File: src/rtl/dice_roll_ctrl_if.sv
// dice_roll_ctrl_if: player request / die counter / display bundle for the roll sequencer
interface dice_roll_ctrl_if #(parameter int SCORE_W = 8);
  logic [1:0] req;
  logic clr_scores;
  logic [2:0] die_val;
  logic cnt_up;
  logic busy;
  logic active_player;
  logic [1:0] ack;
  logic [2:0] result;
  logic [6:0] seg7;
  logic [SCORE_W-1:0] score0;
  logic [SCORE_W-1:0] score1;
  modport master(output req, clr_scores, die_val,
                 input cnt_up, busy, active_player, ack, result, seg7, score0, score1);
  modport slave(input req, clr_scores, die_val,
                output cnt_up, busy, active_player, ack, result, seg7, score0, score1);
endinterface

File: src/rtl/dice_roll_ctrl.sv
// dice_roll_ctrl: round-robin two-player roll sequencer driving die counter, seg7 and score accumulators
module dice_roll_ctrl #(
  parameter int ROLL_CYCLES = 16,
  parameter int HOLD_CYCLES = 32,
  parameter int SCORE_W = 8
) (
  input logic clock,
  input logic reset,
  dice_roll_ctrl_if.slave bus
);
  localparam int TW = $clog2((ROLL_CYCLES > HOLD_CYCLES ? ROLL_CYCLES : HOLD_CYCLES) + 1);
  localparam logic [6:0] BLANK = 7'b1111111;
  typedef enum logic [1:0] {IDLE, ROLL, LATCH, SHOW} state_t;
  state_t state, state_n;
  logic [TW-1:0] timer, timer_n;
  logic last_grant, last_n, player_n;
  logic [1:0] ack_n;
  logic [2:0] lv, result_n;
  logic [SCORE_W-1:0] cur, sat, score0_n, score1_n;
  logic [SCORE_W:0] sum;
  logic [6:0] seg7_n;
  function automatic logic [6:0] enc(input logic [2:0] v);
    return v == 3'd1 ? 7'b1111001 :
           v == 3'd2 ? 7'b0100100 :
           v == 3'd3 ? 7'b0110000 :
           v == 3'd4 ? 7'b0011001 :
           v == 3'd5 ? 7'b0010010 :
           v == 3'd6 ? 7'b0000010 : BLANK;
  endfunction
  always_comb begin
    lv = (bus.die_val == 3'd0 || bus.die_val == 3'd7) ? 3'd1 : bus.die_val;
    cur = bus.active_player ? bus.score1 : bus.score0;
    sum = {1'b0, cur} + (SCORE_W+1)'(lv);
    sat = sum[SCORE_W] ? '1 : sum[SCORE_W-1:0];
    state_n = state;
    timer_n = timer;
    last_n = last_grant;
    player_n = bus.active_player;
    ack_n = 2'b00;
    result_n = bus.result;
    score0_n = bus.score0;
    score1_n = bus.score1;
    case (state)
      IDLE:
        if (bus.clr_scores) begin
          score0_n = '0;
          score1_n = '0;
        end else if (|bus.req) begin
          player_n = &bus.req ? ~last_grant : bus.req[1];
          last_n = player_n;
          timer_n = TW'(ROLL_CYCLES - 1);
          state_n = ROLL;
        end
      ROLL:
        if (!bus.req[bus.active_player]) state_n = IDLE;
        else if (timer == '0) state_n = LATCH;
        else timer_n = timer - TW'(1);
      LATCH: begin
        result_n = lv;
        score0_n = bus.active_player ? bus.score0 : sat;
        score1_n = bus.active_player ? sat : bus.score1;
        ack_n = bus.active_player ? 2'b10 : 2'b01;
        timer_n = TW'(HOLD_CYCLES - 1);
        state_n = SHOW;
      end
      default:
        if (timer == '0) state_n = IDLE;
        else timer_n = timer - TW'(1);
    endcase
    seg7_n = state_n == SHOW ? enc(result_n) : state_n == IDLE ? BLANK : enc(bus.die_val);
  end
  always_ff @(posedge clock or posedge reset)
    if (reset) begin
      state <= IDLE;
      timer <= '0;
      last_grant <= 1'b1;
      bus.active_player <= 1'b0;
      bus.ack <= 2'b00;
      bus.result <= 3'b000;
      bus.score0 <= '0;
      bus.score1 <= '0;
      bus.seg7 <= BLANK;
      bus.busy <= 1'b0;
      bus.cnt_up <= 1'b0;
    end else begin
      state <= state_n;
      timer <= timer_n;
      last_grant <= last_n;
      bus.active_player <= player_n;
      bus.ack <= ack_n;
      bus.result <= result_n;
      bus.score0 <= score0_n;
      bus.score1 <= score1_n;
      bus.seg7 <= seg7_n;
      bus.busy <= state_n != IDLE;
      bus.cnt_up <= state_n == ROLL;
    end
endmodule

File: src/flat_wrapper.sv
// flat-port wrapper written by rule: the top's interface ports become plain ports
module dice_roll_ctrl_flat 
#(
  parameter int ROLL_CYCLES = 16,
  parameter int HOLD_CYCLES = 32,
  parameter int SCORE_W = 8
)
  (clock, reset, bus_req, bus_clr_scores, bus_die_val, bus_cnt_up, bus_busy, bus_active_player, bus_ack, bus_result, bus_seg7, bus_score0, bus_score1);
  dice_roll_ctrl_if #(.SCORE_W(SCORE_W)) bus_i ();
  input logic clock;
  input logic reset;
  input wire logic [$bits(bus_i.req)-1:0] bus_req;
  input wire logic [$bits(bus_i.clr_scores)-1:0] bus_clr_scores;
  input wire logic [$bits(bus_i.die_val)-1:0] bus_die_val;
  output wire logic [$bits(bus_i.cnt_up)-1:0] bus_cnt_up;
  output wire logic [$bits(bus_i.busy)-1:0] bus_busy;
  output wire logic [$bits(bus_i.active_player)-1:0] bus_active_player;
  output wire logic [$bits(bus_i.ack)-1:0] bus_ack;
  output wire logic [$bits(bus_i.result)-1:0] bus_result;
  output wire logic [$bits(bus_i.seg7)-1:0] bus_seg7;
  output wire logic [$bits(bus_i.score0)-1:0] bus_score0;
  output wire logic [$bits(bus_i.score1)-1:0] bus_score1;
  assign bus_i.req = bus_req;
  assign bus_i.clr_scores = bus_clr_scores;
  assign bus_i.die_val = bus_die_val;
  assign bus_cnt_up = bus_i.cnt_up;
  assign bus_busy = bus_i.busy;
  assign bus_active_player = bus_i.active_player;
  assign bus_ack = bus_i.ack;
  assign bus_result = bus_i.result;
  assign bus_seg7 = bus_i.seg7;
  assign bus_score0 = bus_i.score0;
  assign bus_score1 = bus_i.score1;
  dice_roll_ctrl #(.ROLL_CYCLES(ROLL_CYCLES), .HOLD_CYCLES(HOLD_CYCLES), .SCORE_W(SCORE_W)) u_core (.clock(clock), .reset(reset), .bus(bus_i));
endmodule
File: config.mk
export PLATFORM = sky130hd
export DESIGN_NAME = dice_roll_ctrl_flat
export DESIGN_NICKNAME = d
export VERILOG_FILES = /design/src/rtl/dice_roll_ctrl_if.sv /design/src/rtl/dice_roll_ctrl.sv /design/src/flat_wrapper.sv
export SDC_FILE = /design/constraint.sdc
export NUM_CORES = 1
export LEC_CHECK = 0
export BUFFER_PORTS_ARGS = -buffer_cell sky130_fd_sc_hd__clkbuf_2
export CORE_MARGIN = 3
export CORE_UTILIZATION = 50
export CTS_CLUSTER_SIZE = 14
export DETAILED_ROUTE_END_ITERATION = 8
export PLACE_DENSITY_LB_ADDON = 0.25
export SYNTH_ARGS = -nofsm -noshare
export SYNTH_HDL_FRONTEND = slang
export SYNTH_SLANG_ARGS = --single-unit
File: constraint.sdc
create_clock -name clock -period 2.6 [get_ports clock]
set_clock_uncertainty 0.15 [all_clocks]
set_input_delay 0.13 -clock clock [delete_from_list [all_inputs] [get_ports clock]]
set_output_delay 0.13 -clock clock [all_outputs]
set_load 0.005 [all_outputs]
# Yosys cells after proc, flatten, opt, wreduce, memory -nomap -nowiden
# Cells that the tools add are included.
[word_totals]
regBits = 40
latch_bits = 0
mem_bits_rw = 0
romBits = 0
input_bits = 8
out_inout_bits = 31
n_memories = 0
[op_classes]
addsub = 2
mul = 0
div = 0
order_cmp = 1
n_eq_ne = 23
n_shift = 0
n_mux = 39
n_bitwise = 2
n_reduce_logical = 13
[op_table]
columns = ["operator", "n"]
rows = [
  ["$mux W7", 14],
  ["$mux W8", 5],
  ["$pmux W8 S2", 2],
  ["$mux W6", 4],
  ["$eq A3 B3 Y1 const B", 7],
  ["$pmux W6 S3", 1],
  ["$mux W2", 7],
  ["$eq A3 B2 Y1 const B", 4],
  ["$reduce_and A3 Y1", 4],
  ["$add A8 B3 Y9", 1],
  ["$eq A3 B1 Y1 const B", 2],
  ["$logic_not A6 Y1", 1],
  ["$mux W3", 2],
  ["$ne A2 B1 Y1 const B", 3],
  ["$ne A2 B2 Y1 const B", 3],
  ["$pmux W2 S3", 1],
  ["$sub A6 B1 Y6 const B", 1],
  ["$eq A2 B1 Y1 const B", 2],
  ["$eq A2 B2 Y1 const B", 2],
  ["$logic_not A2 Y1", 2],
  ["$reduce_bool A2 Y1", 2],
  ["$logic_not A3 Y1", 1],
  ["$mux W1", 3],
  ["$lt A1 B2 Y1 const B", 1],
  ["4 further kinds", 5],
]

# Logic depth before layout (Yosys ltp)
# Gate-level depths: netlist of the first run.
[logic_depth]
ltp_word = 12
mapped_depth = 11
mapped_depth_nobuf = 9

# Worst setup path before layout of the first run
# OpenSTA, ideal clock, no wires.
[synth_path]
kind = "register to register"
start = "register u_core.bus.active_player"
end = "register u_core.bus.score1[3]"
setup_time_ps = 64
arrival_time_ps = 2362
path_slack_ps = 24
path_stages_with_launch = 12
path_buffers = 2
path_cell_list = "dfrtp_1 -> buf_6 -> buf_2 -> mux2_2 -> ha_1 -> inv_1 -> fa_1 -> nand2b_1 -> a211oi_1 -> nand2_1 -> a21oi_1 -> mux2_2"
[synth_via]
elab_chain_len = 5
[synth_lines]
columns = ["item", "line_no", "text"]
rows = [
  ["from (decl)", "dice_roll_ctrl_if.sv:17", "output cnt_up, busy, active_player, ack, result, seg7, score0, score1);"],
  ["from (signal assigned)", "dice_roll_ctrl.sv:89", "bus.active_player <= player_n;"],
  ["$mux W8", "dice_roll_ctrl.sv:32", "cur = bus.active_player ? bus.score1 : bus.score0;"],
  ["$add A8 B3 Y9", "dice_roll_ctrl.sv:33", "sum = {1'b0, cur} + (SCORE_W+1)'(lv);"],
  ["$mux W8", "dice_roll_ctrl.sv:34", "sat = sum[SCORE_W] ? '1 : sum[SCORE_W-1:0];"],
  ["$mux W8", "dice_roll_ctrl.sv:61", "score1_n = bus.active_player ? sat : bus.score1;"],
  ["$pmux W8 S2", "dice_roll_ctrl.sv:43", "case (state)"],
  ["to (signal assigned)", "dice_roll_ctrl.sv:93", "bus.score1 <= score1_n;"],
  ["to (decl)", "dice_roll_ctrl_if.sv:17", ""],
]
# Several ways; a longest one is shown, not always the timed one. The select of a mux whose other input is x is not followed.
# A chain may end at the register's enable or synchronous reset.

# Worst setup path after layout of the first run
[layout_path]
start = "register u_core.bus.active_player"
end = "register u_core.bus.score1[4]"
# The elaborated chain is that of the path after synthesis.

==> impl_metrics.env, run 1 <==
export IMPL_mostFrequentLayoutCell="clkbuf_2"
export IMPL_crit_path_cell_trace="mux2_2 -> ha_1 -> inv_1 -> fa_1 -> nand2b_1 -> a21o_1 -> buf_4 -> o31ai_1 -> o21ai_0"
export IMPL_r2r_slack_ps=120
export IMPL_grt_pass1_wl_um=7910
export IMPL_yosysUniqueCellTypes=48
export IMPL_irDropWorstVdd_uv=407
export IMPL_syn_cell_area_sq_mm=0.00213
export IMPL_htree_levels=2
export IMPL_clk_pin_slew_ps=80
export IMPL_fin_crit_sh_pct=95.3
export IMPL_hold_start="bus_die_val[2]"
export IMPL_io_pins=39
export IMPL_rsz0062_at_grt="no"
export IMPL_finalSetupViolCount=0
export IMPL_drtPass1Iterations=4
export IMPL_rr_endpoint="u_core.bus.score1[4]$_DFFE_PP0P_"
export IMPL_worstSetupStartpointType="flip-flop"
export IMPL_leakage_uw=0.00118
export IMPL_routed_wl_um=4700
export IMPL_finalHoldViolations=0
export IMPL_yosys_warnings=0
export IMPL_die_width_um=71.3
export IMPL_cts_made_buffers=5
export IMPL_post_drt_via_cell_ratio=5.46
export IMPL_reg2reg_from="u_core.bus.active_player$_DFFE_PP0P_"
export IMPL_seq_area_frac_synth_pct=46.2
export IMPL_clockBufferDepth=2
export IMPL_synth_top_area_cell="dfrtp_1"
export IMPL_slew_viol_final=0
export IMPL_num_fill_cells=346
export IMPL_synth_edf_count=0
export IMPL_p_per_area_mw_per_mm2=670
export IMPL_port_buffers=38
export IMPL_cts_tree="yes"
export IMPL_period_needed_ps=2480
export IMPL_cts_sinks=39
export IMPL_drive_above_1_share_pct=26.8
export IMPL_ant_nets=0
export IMPL_antenna_cells=0
export IMPL_drc=0
export IMPL_slowest_stage="dfrtp_1"
export IMPL_wl_per_cell_um=14.6
export IMPL_grt_pass1_vias=1647
export IMPL_syn2layout_area_growth_pct=18.2
export IMPL_die_area_sq_mm=0.00509
export IMPL_grt_max_degree=40
export IMPL_outcome="complete, no violations"
export IMPL_ys_top_cells_by_area="dfrtp_1 (38%), dfstp_2 (8.6%), nand2_1 (6.3%)"
export IMPL_hold_path_class="input pin to flip-flop"
export IMPL_rows=23
export IMPL_nNetsFinal=284
export IMPL_coreArea_sq_mm=0.00406
export IMPL_setup_worst_path_end_class="flip-flop"
export IMPL_start_util_pct=52.6
export IMPL_ys_flop_type="dfrtp_1"
export IMPL_ys_ff_latch=39
export IMPL_holdPathEnd="u_core.bus.seg7[1]$_DFF_PP1_"
export IMPL_syn_avg_cell_area_sq_um=9.40
export IMPL_clkLatencyLatePin_ps=300
export IMPL_syn_inst=227
export IMPL_crit_arrival_ps=2500
export IMPL_synth_top_area_share_pct=37.5
export IMPL_max_slew_margin_pct=60.7
export IMPL_fin_hold_ws_ps=40.0
export IMPL_synthesis_nets=240
export IMPL_dp_hpwl_um=3380
export IMPL_die_h_um=71.3
export IMPL_cap_violations=0
export IMPL_max_freq_ghz=0.404
export IMPL_max_stage_delay_ps=430
export IMPL_clockRootBuffer="clkbuf_8"
export IMPL_post_route_worst_setup_slack_ps=122
export IMPL_critPathMaxFanout=4
export IMPL_dr_total_vias=1757
export IMPL_cp_required_ps=2630
export IMPL_mostFrequentLayoutCells="clkbuf_2 (38), nand2_1 (36), dfrtp_1 (32)"
export IMPL_synthArstFlopShare_pct=100
export IMPL_finalWeightedCongestion=0.835
export IMPL_drt_iter0_drc=157
export IMPL_hold_depth=4
export IMPL_grt_overflow=0
export IMPL_grt_usage_pct=19.9
export IMPL_ff2ff_path_depth=9
export IMPL_fin_setup_tns_ps=0
export IMPL_antenna_found_initial=0
export IMPL_path_class="flip-flop to flip-flop"
export IMPL_place_ws_ps=107
export IMPL_tightest_slew_ps=574
report_power, final:
part	switching [uW]	internal [uW]
sequential	70.7	698
combinational	233	177
clock	225	286
total	529	1160
worst max-delay path, delay by kind of cell (launching register included):
kind / cells / cell delay [ps]
adders and majority gates: 2 / 520
muxes: 1 / 240
AOI/OAI and AO/OA: 3 / 620
DFF: 1 / 430
and+or+nand+nor: 1 / 200
buffers and inverters: 2 / 190
kinds of logic after synthesis:
kind of cell | synth area share, %
and+or+nand+nor | 18.9
AOI/OAI and AO/OA | 17.1
DFF | 46.2
xor gates and xnor gates | 3.28
muxes | 5.92
buffers and inverters | 5.34
adders and majority gates | 3.28
cells in the mapped netlist, types with 7 or more instances:
cell type and n:
nand2b_1 7, nand2_1 36, nand3_1 10, o21ai_1 7, dfrtp_1 32, inv_1 15
nor2_1 15, dfstp_2 7, a21oi_1 12, o21ai_0 10, mux2i_1 7
metrics by stage:
step	instances	total power, uW	utilization (%)	area, sq um
floorplan	227	1070	-	2130
global placement	309	1160	57.9	2350
detailed placement	309	1180	57.9	2350
CTS	320	1700	61.5	2490
global route	322	1790	62.2	2520
finish	322	1690	62.2	2520
what timing repair did:
item                                    in CTS  in global routing
endpoints found under the setup margin       0                 12
hold buffers                                 3                  0
buffers inserted                             0                  2
resized for setup                            0                  4
hold endpoints to repair                    33                  0
worst max path at each step:
| stage | endpoint | startpoint | slack, ps |
|---|---|---|---|
| 2_1_floorplan | u_core.bus.score1[3]$_DFFE_PP0P_ | u_core.bus.active_player$_DFFE_PP0P_ | 20 |
| 3_3_place_gp | u_core.bus.score0[3]$_DFFE_PP0P_ | u_core.bus.active_player$_DFFE_PP0P_ | 220 |
| 4_1_cts | u_core.bus.score0[3]$_DFFE_PP0P_ | u_core.bus.active_player$_DFFE_PP0P_ | 70 |
| 3_5_place_dp | u_core.bus.score0[3]$_DFFE_PP0P_ | u_core.bus.active_player$_DFFE_PP0P_ | 110 |
| 6_report | u_core.bus.score1[4]$_DFFE_PP0P_ | u_core.bus.active_player$_DFFE_PP0P_ | 120 |
| 5_1_grt | u_core.bus.score0[4]$_DFFE_PP0P_ | u_core.bus.active_player$_DFFE_PP0P_ | 5 |
sequential cells by signal, summed over array words and instances (netlist names), 2 cells and up:
| name | cells |
|---|---|
| u_core.bus.score1 | 8 |
| u_core.timer | 6 |
| u_core.bus.score0 | 8 |
| u_core.state | 2 |
| u_core.bus.ack | 2 |
| u_core.bus.result | 3 |
| u_core.bus.seg7 | 6 |
layout make-up:
class	instances	area (sq um)	share of cell area [%]
clock buffer	5	68.8	2.73
clock inverter	3	43.8	1.74
inverter	15	56.3	2.23
multi-input combinational	164	1050	41.6
sequential	39	985	39.0
tap	50	62.6	2.48
timing repair buffer	46	258	10.2
per-layer routing:
metal / track usage, % / part of all wire (%) / vias up
met2: 31.9 / 49 / 46
met3: 4.21 / 4.0 / 7
met4: 6.68 / 1.4 / 0
met5: 0 / 0 / -
met1: 26.9 / 45 / 829
li1: - / - / 875
(Power assumes the default switching activity.)
==> run 2: changes to the inputs <==
--- a/config.mk
+++ b/config.mk
@@ -6,6 +6,7 @@
 export NUM_CORES = 1
 export LEC_CHECK = 0
 export BUFFER_PORTS_ARGS = -buffer_cell sky130_fd_sc_hd__clkbuf_2
+export CAP_MARGIN = 30
 export CORE_MARGIN = 3
 export CORE_UTILIZATION = 50
 export CTS_CLUSTER_SIZE = 14
==> constraint.sdc (replaced) <==
create_clock -name clock -period 2.6 [get_ports clock]
set_clock_uncertainty 0.15 [all_clocks]
set_input_delay 0.13 -clock clock [delete_from_list [all_inputs] [get_ports clock]]
set_output_delay 0.13 -clock clock [all_outputs]
set_load 0.02 [all_outputs]
==> impl_metrics.env, run 2 (synthesis gave the netlist of run 1 again) <==
export IMPL_outcome="complete, no violations"
export IMPL_die_width_um=71.3
export IMPL_die_h_um=71.3
export IMPL_clk_pin_slew_ps=80
export IMPL_grt_usage_pct=19.7
export IMPL_finalWeightedCongestion=0.867
export IMPL_hold_path_class="input pin to flip-flop"
export IMPL_cap_violations=0
export IMPL_die_area_sq_mm=0.00509
export IMPL_crit_path_cell_trace="mux2_2 -> ha_1 -> inv_1 -> fa_1 -> nand2b_4 -> a21o_1 -> o31ai_2 -> nand3_1 -> o21ai_1"
export IMPL_slowest_stage="dfrtp_2"
export IMPL_nNetsFinal=283
export IMPL_power_uw=1760
export IMPL_leakage_uw=0.00119
export IMPL_cp_required_ps=2670
export IMPL_reg2reg_from="u_core.bus.active_player$_DFFE_PP0P_"
export IMPL_finalSetupViolCount=0
export IMPL_place_ws_ps=183
export IMPL_grt_max_degree=40
export IMPL_rr_endpoint="u_core.bus.score1[6]$_DFFE_PP0P_"
export IMPL_irDropWorstVdd_uv=530
export IMPL_tightest_slew_ps=540
export IMPL_max_freq_ghz=0.408
export IMPL_r2r_slack_ps=150
export IMPL_finalHoldViolations=0
export IMPL_period_needed_ps=2450
export IMPL_cts_tree="yes"
export IMPL_start_util_pct=52.6
export IMPL_fin_crit_sh_pct=94.3
export IMPL_mostFrequentLayoutCell="clkbuf_2"
export IMPL_p_per_area_mw_per_mm2=694
export IMPL_cts_sinks=39
export IMPL_drt_iter0_drc=145
export IMPL_drive_above_1_share_pct=26.9
export IMPL_grt_pass1_vias=1683
export IMPL_grt_overflow=0
export IMPL_setup_worst_path_end_class="flip-flop"
export IMPL_design_area_sq_mm=0.00253
export IMPL_clkLatencyLatePin_ps=290
export IMPL_dr_total_vias=1788
export IMPL_clockBufferDepth=2
export IMPL_post_drt_via_cell_ratio=5.57
export IMPL_dpl_cell_count=309
export IMPL_dpl_cell_area_sq_mm=0.00236
export IMPL_htree_levels=2
export IMPL_path_class="flip-flop to flip-flop"
export IMPL_hold_start="bus_die_val[0]"
export IMPL_io_pins=39
export IMPL_max_stage_delay_ps=440
export IMPL_drtPass1Iterations=4
export IMPL_final_cells=321
export IMPL_antenna_found_initial=0
export IMPL_mostFrequentLayoutCells="clkbuf_2 (38), nand2_1 (36), dfrtp_1 (31)"
export IMPL_antenna_cells=0
export IMPL_syn2layout_area_growth_pct=18.7
export IMPL_crit_start="u_core.bus.active_player$_DFFE_PP0P_"
export IMPL_ant_nets=0
export IMPL_ff2ff_path_depth=9
export IMPL_fin_setup_tns_ps=0
export IMPL_port_buffers=38
export IMPL_dp_hpwl_um=3300
export IMPL_cts_made_buffers=5
export IMPL_grt_pass1_wl_um=7910
export IMPL_coreArea_sq_mm=0.00406
export IMPL_max_slew_margin_pct=62.9
export IMPL_post_route_worst_setup_slack_ps=148
export IMPL_worstSetupStartpointType="flip-flop"
export IMPL_routed_wl_um=4580
export IMPL_slew_viol_final=0
export IMPL_crit_arrival_ps=2520
export IMPL_clockRootBuffer="clkbuf_8"
export IMPL_critPathMaxFanout=5
export IMPL_drc=0
export IMPL_rsz0062_at_grt="no"
export IMPL_wl_per_cell_um=14.3
export IMPL_rows=23
export IMPL_worstSetupEndpoint="u_core.bus.score1[6]$_DFFE_PP0P_"
export IMPL_reg_top3="u_core.bus.score0 (8), u_core.bus.score1 (8)"
==> run 2: layout make-up <==
cell class	count	area [sq um]
inverter	15	56.3
fill	344	1530
sequential	39	986
multi-input combinational	164	1060
timing repair buffer	45	253
clock buffer	6	82.6
clock inverter	2	35.0
tap	50	62.6
==> run 2: stage by stage <==
| step | hold WS [ps] | util [%] |
|---|---|---|
| floorplan | 42.9 | - |
| global placement | 97.3 | 58.3 |
| detailed placement | 104 | 58.3 |
| CTS | 31.9 | 62.2 |
| global route | 51.9 | 62.4 |
| finish | 34.3 | 62.4 |
==> run 2: what timing repair did <==
| action | in CTS | in global routing |
|---|---|---|
| buffers inserted | 0 | 0 |
| resized for setup | 0 | 2 |
| hold buffers | 4 | 0 |
| endpoints found under the setup margin | 0 | 3 |
| endpoints found under the hold margin | 34 | 0 |
==> run 2: critical path, delay by kind of cell, from the launching register on <==
| kind | cells | cell delay, ps |
|---|---|---|
| flip-flops | 1 | 440 |
| AO/OA/AOI/OAI | 3 | 640 |
| multiplexers | 1 | 230 |
| adder cells (fa/ha/maj) | 2 | 540 |
| buffers and inverters | 1 | 60 |
| AND/OR/NAND/NOR | 2 | 300 |
==> run 2: where the power goes <==
part	internal (uW)	switching, uW
Clock	311	213
Sequential	700	82.9
Combinational	181	271
==> run 2: worst min-delay path by stage <==
stage                                                to  cells past startpoint  slack [ps]
after floorplan           u_core.last_grant$_DFFE_PP1P_                      1          40
after global placement      u_core.bus.cnt_up$_DFF_PP0_                      3         100
after detailed placement      u_core.state[0]$_DFF_PP0_                      3         100
after CTS                  u_core.bus.seg7[4]$_DFF_PP1_                      3          30
after global routing       u_core.bus.seg7[3]$_DFF_PP1_                      4          50
final                      u_core.bus.seg7[4]$_DFF_PP1_                      3          30
==> run 2: layer usage <==
| layer | GRT usage, % | share of wire, % |
|---|---|---|
| met5 | 0 | 0 |
| met4 | 6.26 | 1.5 |
| met3 | 4.35 | 4.1 |
| met2 | 30.7 | 47 |
| met1 | 27.3 | 47 |
==> run 3: changes to the inputs <==
--- a/config.mk
+++ b/config.mk
@@ -8,10 +8,12 @@
 export BUFFER_PORTS_ARGS = -buffer_cell sky130_fd_sc_hd__clkbuf_2
 export CAP_MARGIN = 30
 export CORE_MARGIN = 3
-export CORE_UTILIZATION = 50
+export CORE_UTILIZATION = 52
+export CTS_BUF_LIST = sky130_fd_sc_hd__clkbuf_8
 export CTS_CLUSTER_SIZE = 14
 export DETAILED_ROUTE_END_ITERATION = 8
 export PLACE_DENSITY_LB_ADDON = 0.25
 export SYNTH_ARGS = -nofsm -noshare
 export SYNTH_HDL_FRONTEND = slang
 export SYNTH_SLANG_ARGS = --single-unit
+export TNS_END_PERCENT = 10
==> impl_metrics.env, run 3 (synthesis gave the netlist of run 1 again) <==
export IMPL_outcome="complete, no violations"
export IMPL_dr_total_vias=1786
export IMPL_ant_nets=0
export IMPL_grt_pass1_vias=1690
export IMPL_final_cells=319
export IMPL_clockRootBuffer="clkbuf_8"
export IMPL_grt_usage_pct=21.2
export IMPL_crit_arrival_ps=2510
export IMPL_grt_overflow=0
export IMPL_clk_pin_slew_ps=70
export IMPL_routed_wl_um=4680
export IMPL_mostFrequentLayoutCell="clkbuf_2"
export IMPL_reg_top3="u_core.bus.score0 (8), u_core.bus.score1 (8)"
export IMPL_tightest_slew_ps=891
export IMPL_cp_required_ps=2700
export IMPL_slew_viol_final=0
export IMPL_hold_path_class="input pin to flip-flop"
export IMPL_fin_crit_sh_pct=93.0
export IMPL_grt_pass1_wl_um=8080
export IMPL_cts_sinks=39
export IMPL_critPathMaxFanout=4
export IMPL_port_buffers=38
export IMPL_rows=22
export IMPL_rsz0062_at_grt="no"
export IMPL_die_area_sq_mm=0.00491
export IMPL_worstSetupStartpointType="flip-flop"
export IMPL_p_per_area_mw_per_mm2=654
export IMPL_drive_above_1_share_pct=25.8
export IMPL_drc=0
export IMPL_dp_hpwl_um=3460
export IMPL_num_fill_cells=335
export IMPL_leakage_uw=0.00118
export IMPL_fin_setup_tns_ps=0
export IMPL_die_width_um=70.1
export IMPL_max_freq_ghz=0.414
export IMPL_path_class="flip-flop to flip-flop"
export IMPL_antenna_found_initial=0
export IMPL_clockBufferDepth=2
export IMPL_mostFrequentLayoutCells="clkbuf_2 (38), nand2_1 (36), dfrtp_1 (31)"
export IMPL_syn2layout_area_growth_pct=16.3
export IMPL_post_drt_via_cell_ratio=5.60
export IMPL_setup_worst_path_end_class="flip-flop"
export IMPL_irDropWorstVdd_uv=366
export IMPL_post_cts_buffers=0
export IMPL_cap_violations=0
export IMPL_coreArea_sq_mm=0.00380
export IMPL_clkLatencyLatePin_ps=300
export IMPL_io_pins=39
export IMPL_start_util_pct=56.2
export IMPL_drt_iter0_drc=128
export IMPL_wl_per_cell_um=14.7
export IMPL_finalSetupViolCount=0
export IMPL_antenna_cells=0
export IMPL_finalWeightedCongestion=0.861
export IMPL_die_h_um=70.1
export IMPL_dpl_cell_count=308
export IMPL_max_slew_margin_pct=40.5
export IMPL_grt_max_degree=24
export IMPL_cts_tree="yes"
export IMPL_nNetsFinal=283
export IMPL_period_needed_ps=2420
export IMPL_finalHoldViolations=0
export IMPL_htree_levels=2
export IMPL_cts_made_buffers=5
export IMPL_drtPass1Iterations=6
-- run 3: cell count changes in the layout (fill, tap and decap cells not counted), sizes merged --
cell,previous run,this run
inv,15,17
buf,3,4
bufinv,1,0
clkbuf,44,43
dlygate4sd3,4,3
-- run 3: per-layer routing --
| metal | wire (um) | vias up | global-route usage, % | part of all wire (%) |
|---|---|---|---|---|
| met4 | 91 | 0 | 8.94 | 1.9 |
| met2 | 2240 | 53 | 32.7 | 48 |
| li1 | - | 866 | - | - |
| met1 | 2110 | 858 | 28.2 | 45 |
| met3 | 237 | 9 | 5.47 | 5.1 |
| met5 | 0 | - | 0 | 0 |
-- run 3: timing repair --
item,4_1_cts,5_1_grt
endpoints found under the hold margin,15,0
setup endpoints to repair,0,1
hold buffers,3,0
gates resized for setup,0,1
-- run 3: worst paths after layout --
check	startpoint	to	slack (ps)	cells after the start
max in group asynchronous	reset	u_core.bus.score0[2]$_DFFE_PP0P_	1240	4
max reg2reg	u_core.bus.active_player$_DFFE_PP0P_	u_core.bus.score0[3]$_DFFE_PP0P_	180	9
min in group asynchronous	reset	u_core.bus.busy$_DFF_PP0_	400	3
min reg2reg	u_core.bus.score0[4]$_DFFE_PP0P_	u_core.bus.score0[4]$_DFFE_PP0P_	370	2
min	bus_req[1]	u_core.bus.active_player$_DFFE_PP0P_	10	2
max	u_core.bus.active_player$_DFFE_PP0P_	u_core.bus.score0[3]$_DFFE_PP0P_	180	9
-- run 3: area by class of cell --
type | instances | area (sq um) | share of cell area (%)
clock buffer | 5 | 68.8 | 2.77
sequential | 39 | 986 | 39.7
multi-input combinational | 164 | 1050 | 42.2
timing repair buffer | 45 | 250 | 10.1
tap | 48 | 60.1 | 2.42
inverter | 15 | 56.3 | 2.27
clock inverter | 3 | 12.5 | 0.504
-- run 3: stage by stage --
stage / instance area [sq um] / worst slack, ps / power, uW / util [%] / hold WS (ps)
after detailed placement: 2370 / 214 / 1230 / 62.4 / 197
after floorplan: 2150 / 29.3 / 1130 / - / 42.9
final: 2480 / 183 / 1620 / 65.3 / 11.4
after CTS: 2480 / 191 / 1640 / 65.3 / 17.2
after global routing: 2480 / 14.5 / 1730 / 65.3 / 50.6
after global placement: 2370 / 263 / 1220 / 62.4 / 187
-- run 3: worst max-delay path: stages (launching register included) --
cell      delay [ps]
dfrtp_2          440
mux2_2           230
ha_1             160
inv_1             60
fa_1             390
nand2b_4         170
a211oi_2         270
nand2_1          120
a21oi_1          200
mux2_2           170
-- run 3: where the power goes --
part           leakage (uW)  total, uW  switching (uW)  internal [uW]
clock network     0.0000505        394             213            180
registers          0.000487        771            70.9            700
logic              0.000643        458             279            179
total               0.00118       1620             564           1060
